### src/rtl/rr_grant_servicer.sv
// Requester-side companion to the round-robin arbiter: queues per-client transactions,
// drives request, runs a fixed-length burst for each valid grant and returns ack.
module rr_grant_servicer #(
    parameter int unsigned WIDTH = 4,
    parameter int unsigned DEPTH = 3,
    parameter int unsigned BEATS = 4,
    localparam int unsigned IW = $clog2(WIDTH),
    localparam int unsigned CW = $clog2(DEPTH + 1),
    localparam int unsigned BW = (BEATS > 1) ? $clog2(BEATS) : 1
) (
    input  logic             clk,
    input  logic             resetb,
    input  logic [WIDTH-1:0] req_in,
    input  logic [WIDTH-1:0] grant,
    output logic [WIDTH-1:0] request,
    output logic             ack,
    output logic             xfer_valid,
    output logic [IW-1:0]    xfer_client,
    output logic [BW-1:0]    xfer_beat,
    output logic [WIDTH-1:0] drop
);

    localparam logic [2:0] StIdle = 3'd0;
    localparam logic [2:0] StBusy = 3'd1;
    localparam logic [2:0] StAck  = 3'd2;
    localparam logic [2:0] StSkip = 3'd3;
    localparam logic [2:0] StWait = 3'd4;

    localparam logic [CW-1:0] DepthC   = CW'(DEPTH);
    localparam logic [BW-1:0] LastBeat = BW'(BEATS - 1);

    logic [2:0]                state_q, state_d;
    logic [IW-1:0]             client_q, client_d;
    logic [BW-1:0]             beat_q, beat_d;
    logic [WIDTH-1:0][CW-1:0]  pending_q, pending_d;
    logic [WIDTH-1:0]          drop_q, drop_d;
    logic [WIDTH-1:0]          dec;
    logic [IW-1:0]             grant_idx;
    logic                      grant_onehot;

    always_comb begin
        grant_idx = '0;
        for (int i = 0; i < WIDTH; i++) begin
            if (grant[i]) begin
                grant_idx = IW'(i);
            end
        end
    end

    assign grant_onehot = (grant != '0) && ((grant & (grant - 1'b1)) == '0);

    always_comb begin
        for (int i = 0; i < WIDTH; i++) begin
            request[i] = (pending_q[i] != '0);
        end
    end

    always_comb begin
        state_d  = state_q;
        client_d = client_q;
        beat_d   = beat_q;
        case (state_q)
            StIdle: begin
                if (grant_onehot && request[grant_idx]) begin
                    state_d  = StBusy;
                    client_d = grant_idx;
                    beat_d   = '0;
                end else if (|request) begin
                    // Bootstrap, malformed or stale grant: ack anyway so the arbiter rotates.
                    state_d = StSkip;
                end
            end
            StBusy: begin
                if (beat_q == LastBeat) begin
                    state_d = StAck;
                    beat_d  = '0;
                end else begin
                    beat_d = beat_q + BW'(1);
                end
            end
            StAck, StSkip: state_d = StWait;
            StWait:        state_d = StIdle;
            default:       state_d = StIdle;
        endcase
    end

    // Same-cycle enqueue and completion cancel, so a full queue never drops then.
    always_comb begin
        pending_d = pending_q;
        drop_d    = '0;
        for (int i = 0; i < WIDTH; i++) begin
            dec[i] = (state_q == StAck) && (client_q == IW'(i));
            if (req_in[i] && !dec[i]) begin
                if (pending_q[i] == DepthC) begin
                    drop_d[i] = 1'b1;
                end else begin
                    pending_d[i] = pending_q[i] + CW'(1);
                end
            end else if (dec[i] && !req_in[i]) begin
                pending_d[i] = pending_q[i] - CW'(1);
            end
        end
    end

    always_ff @(posedge clk) begin
        if (resetb) begin
            state_q   <= StIdle;
            client_q  <= '0;
            beat_q    <= '0;
            pending_q <= '0;
            drop_q    <= '0;
        end else begin
            state_q   <= state_d;
            client_q  <= client_d;
            beat_q    <= beat_d;
            pending_q <= pending_d;
            drop_q    <= drop_d;
        end
    end

    assign ack         = (state_q == StAck) || (state_q == StSkip);
    assign xfer_valid  = (state_q == StBusy);
    assign xfer_client = client_q;
    assign xfer_beat   = beat_q;
    assign drop        = drop_q;

endmodule

### config.mk
export PLATFORM = sky130hd
export DESIGN_NAME = rr_grant_servicer
export DESIGN_NICKNAME = d
export VERILOG_FILES = /design/src/rtl/rr_grant_servicer.sv
export SDC_FILE = /design/constraint.sdc
export NUM_CORES = 1
export LEC_CHECK = 0
export BUFFER_PORTS_ARGS = -buffer_cell sky130_fd_sc_hd__buf_4
export CAP_MARGIN = 15
export CORE_MARGIN = 10
export CORE_UTILIZATION = 56
export DETAILED_ROUTE_END_ITERATION = 12
export GPL_TIMING_DRIVEN = 0
export PLACE_DENSITY = 0.87
export SKIP_LAST_GASP = 1
export SYNTH_ARGS = -nofsm -noshare
export SYNTH_HDL_FRONTEND = slang
export SYNTH_SLANG_ARGS = --single-unit
### constraint.sdc
create_clock -name clk -period 3.69 [get_ports clk]
set_input_delay 0.369 -clock clk [delete_from_list [all_inputs] [get_ports clk]]
set_output_delay 0.369 -clock clk [all_outputs]
set_load 0.02 [all_outputs]
==> impl_metrics.yaml <==
outcome:
  status: "finished, final reports clean"
global_routing:
  grt-ovfl-total: 0
  grt_max_degree: 12
  grtUsageTotal_pct: 12.71
  first_global_vias: 896
  grt_pass1_wl_um: 4195
  antenna_found_initial: 0
layout:
  fillers: 151
  final_nets: 151
  syn_to_final_growth_pct: 21.46
  multi_input_area_um2: 603.1
  seq_area_um2: 380.4
  drive_above_1_share_pct: 28.06
  antennaDiodeCount: 0
  finalCoreUtilization_pct: 72.62
placement:
  gp_congestion: 0.8287
  pre_cts_ws_ns: 1.960
  hpwl_um: 1919
  portBuffers: 22
hold_path:
  hold_depth: 3
  min_to: "xfer_beat[0]$_SDFFE_PP0P_"
  min_from: "resetb"
  hold_path.class: "in -> reg"
routing:
  drcViolationCount: 0
  vias: 985
  antenna_left: 0
  routed_wl_um: 2498
  drtIter0Drc: 27
  wire_per_inst_um: 15.23
  routed_via_density: 6.006
  drt_pass1_iterations: 4
timing:
  final.period_utilization_pct: 45.29
  rsz0062_at_grt: "false"
  maxSlewHeadroom_pct: 62.16
  fin_skew_ns: 0.001299
  layout_setup_ws_ns: 2.019
  worst_pin_slew_ns: 0.5676
  fmax_mhz: 598.4
  hold_viol_final: 0
  fin_crit_ns: 1.671
  setup_violations: 0
  setup-tns-final_ns: 0
  drv_slew: 0
setup_path:
  worstPathRequired_ns: 3.88
  ff2ff_setup_slack_ns: 2.02
  reg2regPathDepth: 4
  worstPathArrival_ns: 1.86
  cp-end-kind: "register"
  start_kind: "register"
  cp_max_fo: 7
  rr_startpoint: "state_q[2]$_SDFFE_PP0P_"
  rr_endpoint: "xfer_client[1]$_SDFFE_PP0P_"
  path_class: "reg -> reg"
synth:
  syn_avg_cell_area_um2: 9.235
  yosysTopAreaCellShare_pct: 36.45
  synth_edf_count: 0
  synth-simple-area-share_pct: 25.54
  synth_xor_area_share_pct: 0.8393
  synth_area_leaders: "dfxtp_1 (36%), inv_1 (4.0%), nor3_1 (3.8%), a211oi_2 (3.6%), a21oi_1 (3.4%)"
  syn_area_mm2: 0.001044
  ys_ff_latch: 19
  yosysTopAreaCell: "dfxtp_1"
  synth_flop_cell: "dfxtp_1"
  synthMuxAreaShare_pct: 3.957
  synth_compound_area_share_pct: 26.26
  yosysSeqAreaShare_pct: 36.45
  synth_cells: 113
  synthAdderAreaFrac_pct: 1.199
  ys_types: 43
  synth_top_family_by_area: "compound AO/OA/AOI/OAI gates"
  synth_warnings: 0
  async_flop_share_pct: 0
  synth_nets: 124
cts:
  cts_buffers: 3
  clock-root-buffer: "clkbuf_4"
  ctsHtreeMaxLevel: 1
  cts_tree: "built"
  clkTransAtPathRegs_ns: 0.11
  cts.sinks: 19
  post_cts_buffers: 0
  cts-resized-gates: 0
  cts_hold_buf: 0
  clk_path_buf_depth: 2
  clkLatencyLatePin_ns: 0.31
job:
  cap_violations: 0
die:
  initial_core_util_pct: 59.78
  io_pins: 24
  dieArea_mm2: 0.003990
  dieWidth_um: 63.17
  row_count: 15
  core_area_mm2: 0.001745
  die_h_um: 63.17
pwr:
  peakVddDrop_uv: 291.8
  power_density_mw_per_mm2: 483.6
  cellLeakagePower_uw: 0.0005272
## layout make-up
type	count	share of cell area [%]
multi-input cells	80	47.58
well taps	25	2.468
plain buffers	3	1.481
repair buffers	22	13.03
flip-flops and latches	19	30.01
clock buffers	3	1.777
clock inverters	1	0.3949
inverters	11	3.258
## Yosys cell counts (all sizes together), types with 2 or more instances
master	instances
a211oi	6
a21boi	2
a21o	3
a21oi	7
a31oi	2
and4b	3
clkbuf	2
dfxtp	19
inv	11
mux2i	3
nand2	4
nand3b	2
nor2	4
nor2b	2
nor3	10
nor4b	2
o21a	2
o21ai	8
or4b	3
## critical path, cell delays in order (launching register included)
cell and delay [ns]:
dfxtp_1 0.38, or3_1 0.41, a211oi_1 0.34, and3_2 0.31, a311oi_2 0.11
## logic make-up (layout without fill, tap and decap cells)
kind of cell	count (synthesis)	count (layout)
compound gates	37	37
xor+xnor	1	1
fa+ha+maj	1	1
buf+inv	14	40
flops	19	19
mux	4	4
simple gates	37	37
## sequential cells by signal, indices dropped and copies added (netlist names)
| register | count |
|---|---|
| pending_q | 8 |
| drop | 4 |
| state_q | 3 |
| xfer_beat | 2 |
| xfer_client | 2 |
## metrics by stage
stage               std cells  total power, uW  instance area, um^2  hold WS (ns)
global placement          160            492.7                 1240        0.4781
finish                    164            613.0                 1267        0.3026
global route              164            647.7                 1267        0.3145
floorplan                 113            422.8                 1044        0.4616
detailed placement        160            504.4                 1240        0.5029
CTS                       164            616.7                 1267        0.2956
## worst max-delay path by stage
stage	startpoint	cells after the start	endpoint
global route	state_q[0]$_SDFFE_PP0P_	4	xfer_client[1]$_SDFFE_PP0P_
global placement	grant[1]	5	xfer_client[1]$_SDFFE_PP0P_
floorplan	grant[3]	5	xfer_client[1]$_SDFFE_PP0P_
detailed placement	grant[1]	5	xfer_client[1]$_SDFFE_PP0P_
CTS	state_q[2]$_SDFFE_PP0P_	4	pending_q[1]$_SDFFE_PP0P_
finish	state_q[2]$_SDFFE_PP0P_	4	xfer_client[1]$_SDFFE_PP0P_
## layout by cell type (no fill, tap or decap), types with 4 or more instances in the layout
master	instances
o21ai_1	4
nor2_1	4
a21oi_1	7
dfxtp_1	19
o21ai_0	4
nor3_1	8
nand2_1	4
buf_4	22
inv_1	11
## where the power goes
part | internal [uW] | total [uW] | switching [uW]
registers | 234 | 275 | 41.6
logic | 101 | 226 | 125
clock network | 40.6 | 112 | 71.2
total | 376 | 613 | 237
## routing by layer
metal,wire length [um],global-route usage [%],vias to the layer above
met5,0,0,-
met4,80,8.101,0
met3,125,3.534,7
met2,1183,20.05,37
met1,1109,14.69,461
li1,-,-,480
(Power assumes the default switching activity.)
